**config.mk**
```make
export PLATFORM = sky130hd
export DESIGN_NAME = uart_tx
export DESIGN_NICKNAME = d
export VERILOG_FILES = /design/src/rtl/uart_16550_regs_pkg.sv /design/src/rtl/sync_fifo.sv /design/src/rtl/uart_tx.sv
export SDC_FILE = /design/constraint.sdc
export NUM_CORES = 1
export LEC_CHECK = 0
export ABC_AREA = 0
export BUFFER_PORTS_ARGS = -buffer_cell sky130_fd_sc_hd__buf_4
export CORE_ASPECT_RATIO = 0.6
export CORE_MARGIN = 10
export CORE_UTILIZATION = 54
export DETAILED_ROUTE_END_ITERATION = 8
export GPL_ROUTABILITY_DRIVEN = 0
export HOLD_SLACK_MARGIN = 0.1
export MAX_ROUTING_LAYER = met4
export PLACE_DENSITY = 0.69
export SYNTH_ARGS = -nofsm -noshare
export SYNTH_HDL_FRONTEND = slang
export SYNTH_SLANG_ARGS = --single-unit
```
**constraint.sdc**
```tcl
create_clock -name clk -period 3.2 [get_ports clk]
set_input_delay 0.96 -clock clk [delete_from_list [all_inputs] [get_ports clk]]
set_output_delay 0.96 -clock clk [all_outputs]
set_load 0.1 [all_outputs]
```
**src/rtl/uart_16550_regs_pkg.sv**
```systemverilog
// Shared definitions for the 16550-style UART register block.
// Contents: LCR bit positions, word-length encoding, transmitter FSM state
// type, and helpers that decode the frame format from the low six LCR bits.
package uart_16550_regs_pkg;

    // LCR field positions
    localparam int unsigned LCR_WLS_LO = 0;  // word length select [1:0]
    localparam int unsigned LCR_WLS_HI = 1;
    localparam int unsigned LCR_STB    = 2;  // extra stop length
    localparam int unsigned LCR_PEN    = 3;  // parity enable
    localparam int unsigned LCR_EPS    = 4;  // even parity select
    localparam int unsigned LCR_STICK  = 5;  // stick parity
    localparam int unsigned LCR_BREAK  = 6;  // break control
    localparam int unsigned LCR_DLAB   = 7;  // divisor latch access

    typedef enum logic [1:0] {
        WLS_5 = 2'b00,
        WLS_6 = 2'b01,
        WLS_7 = 2'b10,
        WLS_8 = 2'b11
    } wls_t;

    typedef enum logic [2:0] {
        IDLE,
        START,
        DATA,
        PARITY,
        STOP
    } tx_state_t;

    // Tick counter value on the last tick of a 16-tick bit
    localparam logic [4:0] BIT_LAST_TICK = 5'd15;

    // Index of the last data bit (4..7) for the frame format in fmt[5:0]
    function automatic logic [2:0] last_bit_idx(input logic [5:0] fmt);
        return 3'd4 + {1'b0, fmt[LCR_WLS_HI:LCR_WLS_LO]};
    endfunction

    // Tick counter value on the last tick of the stop period (16/24/32 ticks)
    function automatic logic [4:0] stop_last_tick(input logic [5:0] fmt);
        if (!fmt[LCR_STB])
            return 5'd15;
        else if (wls_t'(fmt[LCR_WLS_HI:LCR_WLS_LO]) == WLS_5)
            return 5'd23;
        else
            return 5'd31;
    endfunction

    // Parity bit over the active data bits
    function automatic logic parity_bit(input logic [5:0] fmt, input logic [7:0] data);
        logic [7:0] mask;
        logic       x;
        case (wls_t'(fmt[LCR_WLS_HI:LCR_WLS_LO]))
            WLS_5:   mask = 8'h1F;
            WLS_6:   mask = 8'h3F;
            WLS_7:   mask = 8'h7F;
            default: mask = 8'hFF;
        endcase
        x = ^(data & mask);
        if (fmt[LCR_STICK])
            return ~fmt[LCR_EPS];
        else if (fmt[LCR_EPS])
            return x;
        else
            return ~x;
    endfunction

endpackage

```
**src/rtl/sync_fifo.sv**
```systemverilog
// Synchronous FIFO with first-word fall-through read data.
// Ports:
//   clk, rst_n  - clock, asynchronous active-low reset
//   push_i      - write wdata_i (ignored when full)
//   pop_i       - discard head entry (ignored when empty)
//   clr_i       - empty the FIFO in one cycle; overrides push/pop
//   wdata_i     - write data
//   rdata_o     - head entry, valid while not empty
//   full_o      - count equals DEPTH
//   empty_o     - count equals zero
//   count_o     - current occupancy
module sync_fifo #(
    parameter int unsigned WIDTH = 8,
    parameter int unsigned DEPTH = 16
) (
    input  logic                     clk,
    input  logic                     rst_n,
    input  logic                     push_i,
    input  logic                     pop_i,
    input  logic                     clr_i,
    input  logic [WIDTH-1:0]         wdata_i,
    output logic [WIDTH-1:0]         rdata_o,
    output logic                     full_o,
    output logic                     empty_o,
    output logic [$clog2(DEPTH):0]   count_o
);

    localparam int unsigned AW = $clog2(DEPTH);
    localparam int unsigned CW = AW + 1;

    logic [WIDTH-1:0] mem_q [DEPTH];
    logic [AW-1:0]    wr_ptr_q, wr_ptr_d;
    logic [AW-1:0]    rd_ptr_q, rd_ptr_d;
    logic [CW-1:0]    count_q,  count_d;
    logic             do_push, do_pop;

    assign full_o  = (count_q == CW'(DEPTH));
    assign empty_o = (count_q == '0);
    assign count_o = count_q;
    assign rdata_o = mem_q[rd_ptr_q];

    assign do_push = push_i && !full_o;
    assign do_pop  = pop_i && !empty_o;

    // Pointers wrap naturally because DEPTH is a power of two
    always_comb begin
        wr_ptr_d = wr_ptr_q;
        rd_ptr_d = rd_ptr_q;
        count_d  = count_q;
        if (clr_i) begin
            wr_ptr_d = '0;
            rd_ptr_d = '0;
            count_d  = '0;
        end else begin
            if (do_push) wr_ptr_d = wr_ptr_q + AW'(1);
            if (do_pop)  rd_ptr_d = rd_ptr_q + AW'(1);
            case ({do_push, do_pop})
                2'b10:   count_d = count_q + CW'(1);
                2'b01:   count_d = count_q - CW'(1);
                default: count_d = count_q;
            endcase
        end
    end

    always_ff @(posedge clk or negedge rst_n) begin
        if (!rst_n) begin
            wr_ptr_q <= '0;
            rd_ptr_q <= '0;
            count_q  <= '0;
        end else begin
            wr_ptr_q <= wr_ptr_d;
            rd_ptr_q <= rd_ptr_d;
            count_q  <= count_d;
        end
    end

    always_ff @(posedge clk) begin
        if (do_push && !clr_i)
            mem_q[wr_ptr_q] <= wdata_i;
    end

endmodule

```
**src/rtl/uart_tx.sv**
```systemverilog
// 16550-style UART transmitter: TX FIFO plus serializer FSM.
// Ports:
//   clk, rst_n   - clock, asynchronous active-low reset
//   wr_en        - single-cycle THR push strobe
//   wr_data      - THR byte
//   lcr          - Line Control Register (format latched per frame, break live)
//   fifo_en      - FCR[0]; 0 restricts the FIFO to a 1-byte holding register
//   tx_fifo_clr  - FCR[2] clear strobe
//   baud_tick    - strobe at 16x the baud rate
//   tx_out       - serial line, idles high
//   tx_ready     - FIFO empty (LSR[5])
//   tsr_empty    - FIFO empty and shifter idle (LSR[6])
//   fifo_count   - current FIFO occupancy
module uart_tx
    import uart_16550_regs_pkg::*;
#(
    parameter int unsigned FIFO_DEPTH = 16
) (
    input  logic                         clk,
    input  logic                         rst_n,
    input  logic                         wr_en,
    input  logic [7:0]                   wr_data,
    input  logic [7:0]                   lcr,
    input  logic                         fifo_en,
    input  logic                         tx_fifo_clr,
    input  logic                         baud_tick,
    output logic                         tx_out,
    output logic                         tx_ready,
    output logic                         tsr_empty,
    output logic [$clog2(FIFO_DEPTH):0]  fifo_count
);

    logic       fifo_full, fifo_empty, fifo_push, fifo_pop, full_eff;
    logic [7:0] fifo_rdata;

    tx_state_t  state_q, state_d;
    logic [4:0] tick_q,  tick_d;
    logic [2:0] bit_q,   bit_d;
    logic [7:0] shift_q, shift_d;
    logic [5:0] fmt_q,   fmt_d;
    logic       par_q,   par_d;
    logic       tx_q,    tx_d;
    logic       load, can_load;

    // DLAB only steers register addressing elsewhere
    logic unused_dlab;
    assign unused_dlab = lcr[LCR_DLAB];

    assign full_eff  = fifo_en ? fifo_full : (fifo_count != '0);
    assign fifo_push = wr_en && !full_eff;

    sync_fifo #(
        .WIDTH (8),
        .DEPTH (FIFO_DEPTH)
    ) u_fifo (
        .clk     (clk),
        .rst_n   (rst_n),
        .push_i  (fifo_push),
        .pop_i   (fifo_pop),
        .clr_i   (tx_fifo_clr),
        .wdata_i (wr_data),
        .rdata_o (fifo_rdata),
        .full_o  (fifo_full),
        .empty_o (fifo_empty),
        .count_o (fifo_count)
    );

    // A clear in the same cycle wins over starting a new frame
    assign can_load = baud_tick && !fifo_empty && !tx_fifo_clr;

    always_comb begin
        state_d  = state_q;
        tick_d   = tick_q;
        bit_d    = bit_q;
        shift_d  = shift_q;
        fmt_d    = fmt_q;
        par_d    = par_q;
        load     = 1'b0;
        fifo_pop = 1'b0;

        case (state_q)
            IDLE: begin
                if (can_load) load = 1'b1;
            end
            START: begin
                if (baud_tick) begin
                    if (tick_q == BIT_LAST_TICK) begin
                        tick_d  = '0;
                        state_d = DATA;
                    end else begin
                        tick_d = tick_q + 5'd1;
                    end
                end
            end
            DATA: begin
                if (baud_tick) begin
                    if (tick_q == BIT_LAST_TICK) begin
                        tick_d = '0;
                        if (bit_q == last_bit_idx(fmt_q)) begin
                            state_d = fmt_q[LCR_PEN] ? PARITY : STOP;
                        end else begin
                            bit_d   = bit_q + 3'd1;
                            shift_d = {1'b0, shift_q[7:1]};
                        end
                    end else begin
                        tick_d = tick_q + 5'd1;
                    end
                end
            end
            PARITY: begin
                if (baud_tick) begin
                    if (tick_q == BIT_LAST_TICK) begin
                        tick_d  = '0;
                        state_d = STOP;
                    end else begin
                        tick_d = tick_q + 5'd1;
                    end
                end
            end
            STOP: begin
                if (baud_tick) begin
                    if (tick_q == stop_last_tick(fmt_q)) begin
                        // Chain straight into the next start bit so the stop
                        // period is exact even when frames run back to back
                        tick_d  = '0;
                        state_d = IDLE;
                        if (can_load) load = 1'b1;
                    end else begin
                        tick_d = tick_q + 5'd1;
                    end
                end
            end
            default: begin
                state_d = IDLE;
                tick_d  = '0;
            end
        endcase

        if (load) begin
            fifo_pop = 1'b1;
            state_d  = START;
            tick_d   = '0;
            bit_d    = '0;
            shift_d  = fifo_rdata;
            fmt_d    = lcr[5:0];
            par_d    = parity_bit(lcr[5:0], fifo_rdata);
        end

        // Line level follows the next state so it is registered glitch-free
        case (state_d)
            START:   tx_d = 1'b0;
            DATA:    tx_d = shift_d[0];
            PARITY:  tx_d = par_d;
            default: tx_d = 1'b1;
        endcase
        if (lcr[LCR_BREAK]) tx_d = 1'b0;
    end

    always_ff @(posedge clk or negedge rst_n) begin
        if (!rst_n) begin
            state_q <= IDLE;
            tick_q  <= '0;
            bit_q   <= '0;
            shift_q <= '0;
            fmt_q   <= '0;
            par_q   <= 1'b0;
            tx_q    <= 1'b1;
        end else begin
            state_q <= state_d;
            tick_q  <= tick_d;
            bit_q   <= bit_d;
            shift_q <= shift_d;
            fmt_q   <= fmt_d;
            par_q   <= par_d;
            tx_q    <= tx_d;
        end
    end

    assign tx_out    = tx_q;
    assign tx_ready  = fifo_empty;
    assign tsr_empty = fifo_empty && (state_q == IDLE);

endmodule

```
# After elaboration in Yosys (flattened, before gate mapping)
# Memory sizes are Yosys's and may differ from the RTL's.
# Index checks and enable logic that the tools add are counted.
dict set report totals {
  n_memories 1
  ramBits 128
  input_bits 22
  ff_bits 38
}
dict set report classes {
  addsub 7
  mux 53
  bitwise 3
  n_reduce_logical 26
  eq_ne 19
}
# name words width rd rd_clocked_by_memory_dff write_ports line_no
set memory_table {}
lappend memory_table {u_fifo.mem_q 16 8 1 0 1 sync_fifo.sv:31} ;# logic [WIDTH-1:0] mem_q [DEPTH];
# op count
set op_table {}
lappend op_table {{two-way mux 3 bit} 16}
lappend op_table {{two-way mux 8 bit} 6}
lappend op_table {{two-way mux 5 bit} 9}
lappend op_table {{case mux 8 bit (3 select lines)} 1}
lappend op_table {{two-way mux 4 bit} 5}
lappend op_table {{case mux 3 bit (5 select lines)} 1}
lappend op_table {{case mux 5 bit (3 select lines)} 1}
lappend op_table {{equality test 3 x 2 -> 1 bit, second input constant} 4}
lappend op_table {{two-way mux 1 bit} 11}
lappend op_table {{adder 5 x 1 -> 5 bit, second input constant} 2}
lappend op_table {{case mux 5 bit (2 select lines)} 1}
lappend op_table {{nonzero test 2 bit} 5}
lappend op_table {{adder 4 x 1 -> 4 bit, second input constant} 2}
lappend op_table {{AND 8 bit} 1}
lappend op_table {{XOR reduction 8 bit} 1}
lappend op_table {{logical AND 1 bit} 7}
lappend op_table {{equality test 3 x 1 -> 1 bit, second input constant} 2}
lappend op_table {{equality test 5 x 4 -> 1 bit, second input constant} 1}
lappend op_table {{equality test 5 bit} 1}
lappend op_table {{equality test 5 bit, second input constant} 1}
lappend op_table {{logical NOT 5 bit} 1}
lappend op_table {{nonzero test 5 bit} 1}
lappend op_table {{subtractor 5 x 1 -> 5 bit, second input constant} 1}
lappend op_table {{equality test 2 x 1 -> 1 bit, second input constant} 2}
lappend op_table {{other kinds (18)} 25}

# Logic depth before layout (Yosys ltp)
dict set report depth {
  ltp_word 18
  depth_mapped 12
}

# By module
# Synthesis repeated with hierarchy kept, for this count alone.
dict set report unflattened {
  hier_cells 481
  hier_area_um2 7399.6
}
# module n_inst cells_per_inst area_per_inst_um2
set by_module_without_submodules {}
lappend by_module_without_submodules {sync_fifo 1 326 5903.2}
lappend by_module_without_submodules {uart_tx 1 155 1496.4}

# Least setup slack after synthesis
# OpenSTA, ideal clock, no wires.
dict set report synth_timing {
  path_kind {register to output}
  start {register u_fifo.count_q[2] (netlist: u_fifo.count_o[2])}
  end {output tsr_empty}
  path_stages_with_launch 4
  arrival_time_ns 3.816
  slack_ns -1.576
  required_ns 2.240
  path_cell_list {dfrtp_1 -> or2_2 -> or4_1 -> nor3_1}
}
dict set report synth_between {
  elab_chain_cells 2
}
# item line_no
set synth_rtl {}
lappend synth_rtl {{start: declaration} sync_fifo.sv:34} ;# logic [CW-1:0] count_q, count_d;
lappend synth_rtl {{start signal: assignment} sync_fifo.sv:73} ;# count_q <= count_d;
lappend synth_rtl {{logical NOT 5 bit} sync_fifo.sv:38} ;# assign empty_o = (count_q == '0);
lappend synth_rtl {{logical AND 1 bit} uart_tx.sv:181} ;# assign tsr_empty = fifo_empty && (state_q == IDLE);
lappend synth_rtl {{end: declaration} uart_tx.sv:29} ;# output logic tsr_empty,
# No other way between the ends.

# Final worst setup path
dict set report layout_timing {
  start {register u_fifo.count_q[0] (netlist: u_fifo.count_o[0])}
  end {output tsr_empty}
}
# Same word-level chain as after synthesis.

==> out/results.md <==
| Group | Quantity | Value |
|---|---|---|
| worst setup path | Startpoint Class | flop |
| global routing | First-pass GRT wire length | 25.0 mm |
| status | Result of the run | complete, no violations |
| die | Die area | 18900 µm² |
| place | Port bufs | 28 |
| detailed routing | Via-to-Cell Ratio | 5.96 |
| sta | Count of final hold-check violations | 0 |
| yosys | Flip-flop and latch count after synthesis | 166 |
| worst hold path | Hold Crit Class | primary input to async pin |
| clocking | Number of buffers inserted by post-CTS setup repair | 0 |
| cells and area | Post-route core utilization | 0.649 |
| detailed routing | Drc violations | 0 |
| global routing | Aggregate global-route resource usage | 0.177 |
| global routing | Routing usage on met1 | 0.271 |
| worst setup path | Path type of the worst setup path | flop to output port |
| yosys | Async set-or-reset flop fraction in the synthesized netlist | 0.229 |
| yosys | Synthesized area per cell | 14.6 µm² |
| cells and area | Area growth from synthesis to layout | 15.4% |
| yosys | Post-Syn Nets | 538 |
| clocking | Cts-stage hold buffer count | 0 |
| detailed routing | Routed wire length per instance | 21.2 µm |
| detailed routing | Number of routed nets with antenna violations | 0 |
| flow run | Max Cap Violations | 0 |
| detailed routing | DR vias | 4442 |
| yosys | Count of unique library cells instantiated by Yosys | 63 |
| sta | Worst hold margin | 0.494 ns |
| clocking | Latest clock arrival within the worst-skew pair | 0.43 ns |
| yosys | Yosys warning count | 0 |
| clocking | Clock slew at reported path FFs | 0.07 ns |
| detailed routing | Overall routed net length | 15.8 mm |
| sta | Final count of negative-setup-slack endpoints | 0 |
| die | Rows | 32 |
| worst setup path | Number of cell instances on the worst register-to-register path | 8 |
| yosys | Area share of the largest cell type after synthesis | 0.522 |
| global routing | Congestion Overflow GR | 0 |
| worst setup path | Worst Setup End Kind | output port |
| clocking | H-Tree Depth | 4 |
| sta | Minimum clock period after layout | 3.12 ns |
| global routing | Grt met2 use | 0.226 |
| clocking | Longest Clk Path Bufs | 2 |
| global routing | Vias in the first global route | 4372 |
| detailed routing | Number of detailed-routing iterations run before antenna repair | 5 |
| cells and area | Fillers | 928 |
| die | Total I/O pin count | 30 |
| worst setup path | CP Max Fanout | 6 |
| yosys | Post-synthesis sequential area ratio | 0.651 |
| clocking | Total clock sinks | 166 |
| global routing | Global routing met3 resource utilization | 0.0398 |
| power | Cell area power density | 656 nW/µm² |
| die | Die Span Y | 110 µm |
| cells and area | Share of layout cells above drive strength 1 | 0.235 |
| sta | Unrepaired setup endpoints after global routing | no |
| power | Static Leak | 3.09 nW |
| sta | Max-slew violation count | 0 |
| detailed routing | Drt first-iter violations | 495 |
| clocking | CTS tree | done |
| power | Worst supply voltage drop on vdd | 0.372 mV |
| worst setup path | Critical path cell sequence | or2_2, or4_4, nor3_4, buf_4 |
| yosys | Cell types occupying the most area after synthesis | sky130_fd_sc_hd__edfxtp_1 52%, sky130_fd_sc_hd__dfrtp_1 13%, sky130_fd_sc_hd__mux2i_1 6.0% |
| die | Initial standard-cell utilization of the core | 0.563 |
| worst setup path | Max stage delay cell, worst path | sky130_fd_sc_hd__dfrtp_4 |
| sta | Worst clock skew on the final layout | 0.00991 ns |
| worst setup path | Worst stage delay on the critical path | 0.51 ns |
| place | DPL Wire Length | 11.0 mm |
| place | Placement Cell Area | 7930 µm² |
| worst setup path | Data required time at the worst endpoint | 2.24 ns |
| clocking | Cts repair resizes | 0 |
| sta | Relative max-transition margin | 0.590 |
| worst setup path | Data arrival time of the worst path | 2.16 ns |
| cells and area | Antenna diode count | 0 |
| cells and area | Count of nets after finishing | 595 |
| sta | Setup Total Neg Slack | 0 ns |
| die | Placeable Area | 13100 µm² |
| global routing | Maximum number of pins on one net before global-route repair | 39 |
| yosys | Number of flops mapped to enable cells by yosys | 128 |
| yosys | Commonest register cell after synthesis | sky130_fd_sc_hd__edfxtp_1 |
| cells and area | Final instance area | 8500 µm² |
| global routing | Most crowded layer after global routing | met1 |
| die | Die outline width | 171 µm |
| clocking | Cell chosen for the clock root | sky130_fd_sc_hd__clkbuf_16 |
| sta | Max Clk Rate | 321 MHz |
| sta | Final worst-path cycle share | 0.975 |
| yosys | Synthesized netlist cell count | 505 |
| sta | Tightest Pin Transition | 0.615 ns |
| global routing | Initial antenna violation count | 0 |
| yosys | Cell Area, Synth | 7370 µm² |
| clocking | Number of buffers created by CTS | 17 |
| cells and area | Combined area of the multi-input logic cells | 2390 µm² |
| cells and area | Area used by sequential logic in the layout | 4810 µm² |
| yosys | Largest area contributor in the synthesized netlist | sky130_fd_sc_hd__edfxtp_1 |
cell usage after synthesis (all sizes together), types with 2 or more instances:
library cell / instances
and2: 2
edfxtp: 128
mux2i: 44
nand4: 3
or2: 4
o21a: 2
nand2b: 4
o211a: 3
nor4: 3
mux4: 16
a31oi: 3
or4: 3
nor3b: 3
nand3: 4
nor2: 39
xnor2: 9
ha: 11
o31ai: 5
o21ai: 32
o211ai: 2
nand3b: 3
inv: 7
and3: 3
nand2: 44
or3: 2
dfrtp: 37
a21oi: 8
clkbuf: 13
xor2: 7
a221oi: 16
a22oi: 7
a211oi: 2
buf: 13
nor2b: 2
a22o: 3
nor3: 4
worst max-delay path: cells and delay by family (launching register included):
family                 cells  cell delay [ns]
and+or+nand+nor            3             0.92
DFF                        1             0.51
buffers and inverters      1             0.30
cell usage in the layout, fill, tap and decap left out, types with 4 or more instances in the layout:
| cell | n |
|---|---|
| sky130_fd_sc_hd__dfrtp_1 | 32 |
| sky130_fd_sc_hd__edfxtp_1 | 128 |
| sky130_fd_sc_hd__nand2_1 | 43 |
| sky130_fd_sc_hd__nor2_1 | 39 |
| sky130_fd_sc_hd__o21ai_0 | 27 |
| sky130_fd_sc_hd__nand2b_1 | 4 |
| sky130_fd_sc_hd__a21oi_1 | 8 |
| sky130_fd_sc_hd__o21ai_1 | 5 |
| sky130_fd_sc_hd__a221oi_1 | 13 |
| sky130_fd_sc_hd__nand3_1 | 4 |
| sky130_fd_sc_hd__clkbuf_16 | 19 |
| sky130_fd_sc_hd__xnor2_1 | 8 |
| sky130_fd_sc_hd__mux2i_1 | 44 |
| sky130_fd_sc_hd__o31ai_1 | 5 |
| sky130_fd_sc_hd__buf_4 | 63 |
| sky130_fd_sc_hd__xor2_1 | 6 |
| sky130_fd_sc_hd__inv_1 | 7 |
| sky130_fd_sc_hd__inv_4 | 5 |
| sky130_fd_sc_hd__mux4_2 | 15 |
| sky130_fd_sc_hd__a22oi_1 | 6 |
| sky130_fd_sc_hd__ha_1 | 11 |
registers in the layout, summed over array words and instances (netlist names), 3 cells and up:
name	count
u_fifo.count_o	5
bit_q	3
fmt_q	4
shift_q	8
u_fifo.wr_ptr_q	4
u_fifo.rd_ptr_q	4
tick_q	5
u_fifo.mem_q	128
state_q	3
power breakdown:
group          internal, mW  switching, mW  leakage (nW)  total (mW)
Combinational         0.370          0.626          1.15       0.996
Clock                  1.11          0.845         0.293        1.96
Sequential             2.49          0.132          1.65        2.62
per-stage QoR:
| stage | setup WS, ns | power, mW | cells |
|---|---|---|---|
| 2_1_floorplan | 0.0505 | 3.37 | 505 |
| 3_3_place_gp | 0.353 | 3.62 | 713 |
| 5_1_grt | 0.0160 | 5.80 | 745 |
| 3_5_place_dp | 0.262 | 3.66 | 713 |
| 4_1_cts | 0.0623 | 5.60 | 745 |
| 6_report | 0.0809 | 5.57 | 745 |
logic make-up (layout without fill, tap and decap cells):
kind of cell / count (synthesis) / in the layout / share of synthesized area
compound gates: 90 / 90 / 0.0869
xor+xnor: 17 / 17 / 0.0241
simple gates: 126 / 126 / 0.0812
buf+inv: 34 / 104 / 0.0277
flops: 166 / 166 / 0.651
fa+ha+maj: 11 / 11 / 0.0187
mux: 61 / 61 / 0.111
final timing paths:
kind	start	to	slack, ns
max	u_fifo.count_o[0]$_DFFE_PN0P_	tsr_empty	0.08
min	rst_n	fmt_q[3]$_DFFE_PN0N_	0.49
max reg2reg	u_fifo.rd_ptr_q[2]$_DFFE_PN0P_	par_q$_DFF_PN0_	0.19
min reg2reg	tick_q[0]$_DFFE_PN0P_	tick_q[0]$_DFFE_PN0P_	0.50
max in group asynchronous	rst_n	u_fifo.count_o[2]$_DFFE_PN0P_	2.31
min in group clk	tick_q[0]$_DFFE_PN0P_	tick_q[0]$_DFFE_PN0P_	0.50
per-layer routing:
layer,vias up,share of wire
met5,-,0
met4,0,0.011
met3,21,0.063
met2,157,0.42
met1,2218,0.50
li1,2046,-
final cells by class:
class,instances,area share
timing repair buffer,64,0.0580
tap,170,0.0250
clock buffer,20,0.0575
sequential,166,0.565
inverter,8,0.00353
clock inverter,12,0.00956
multi-input combinational,305,0.281
Power figures use the tool's default switching activity.
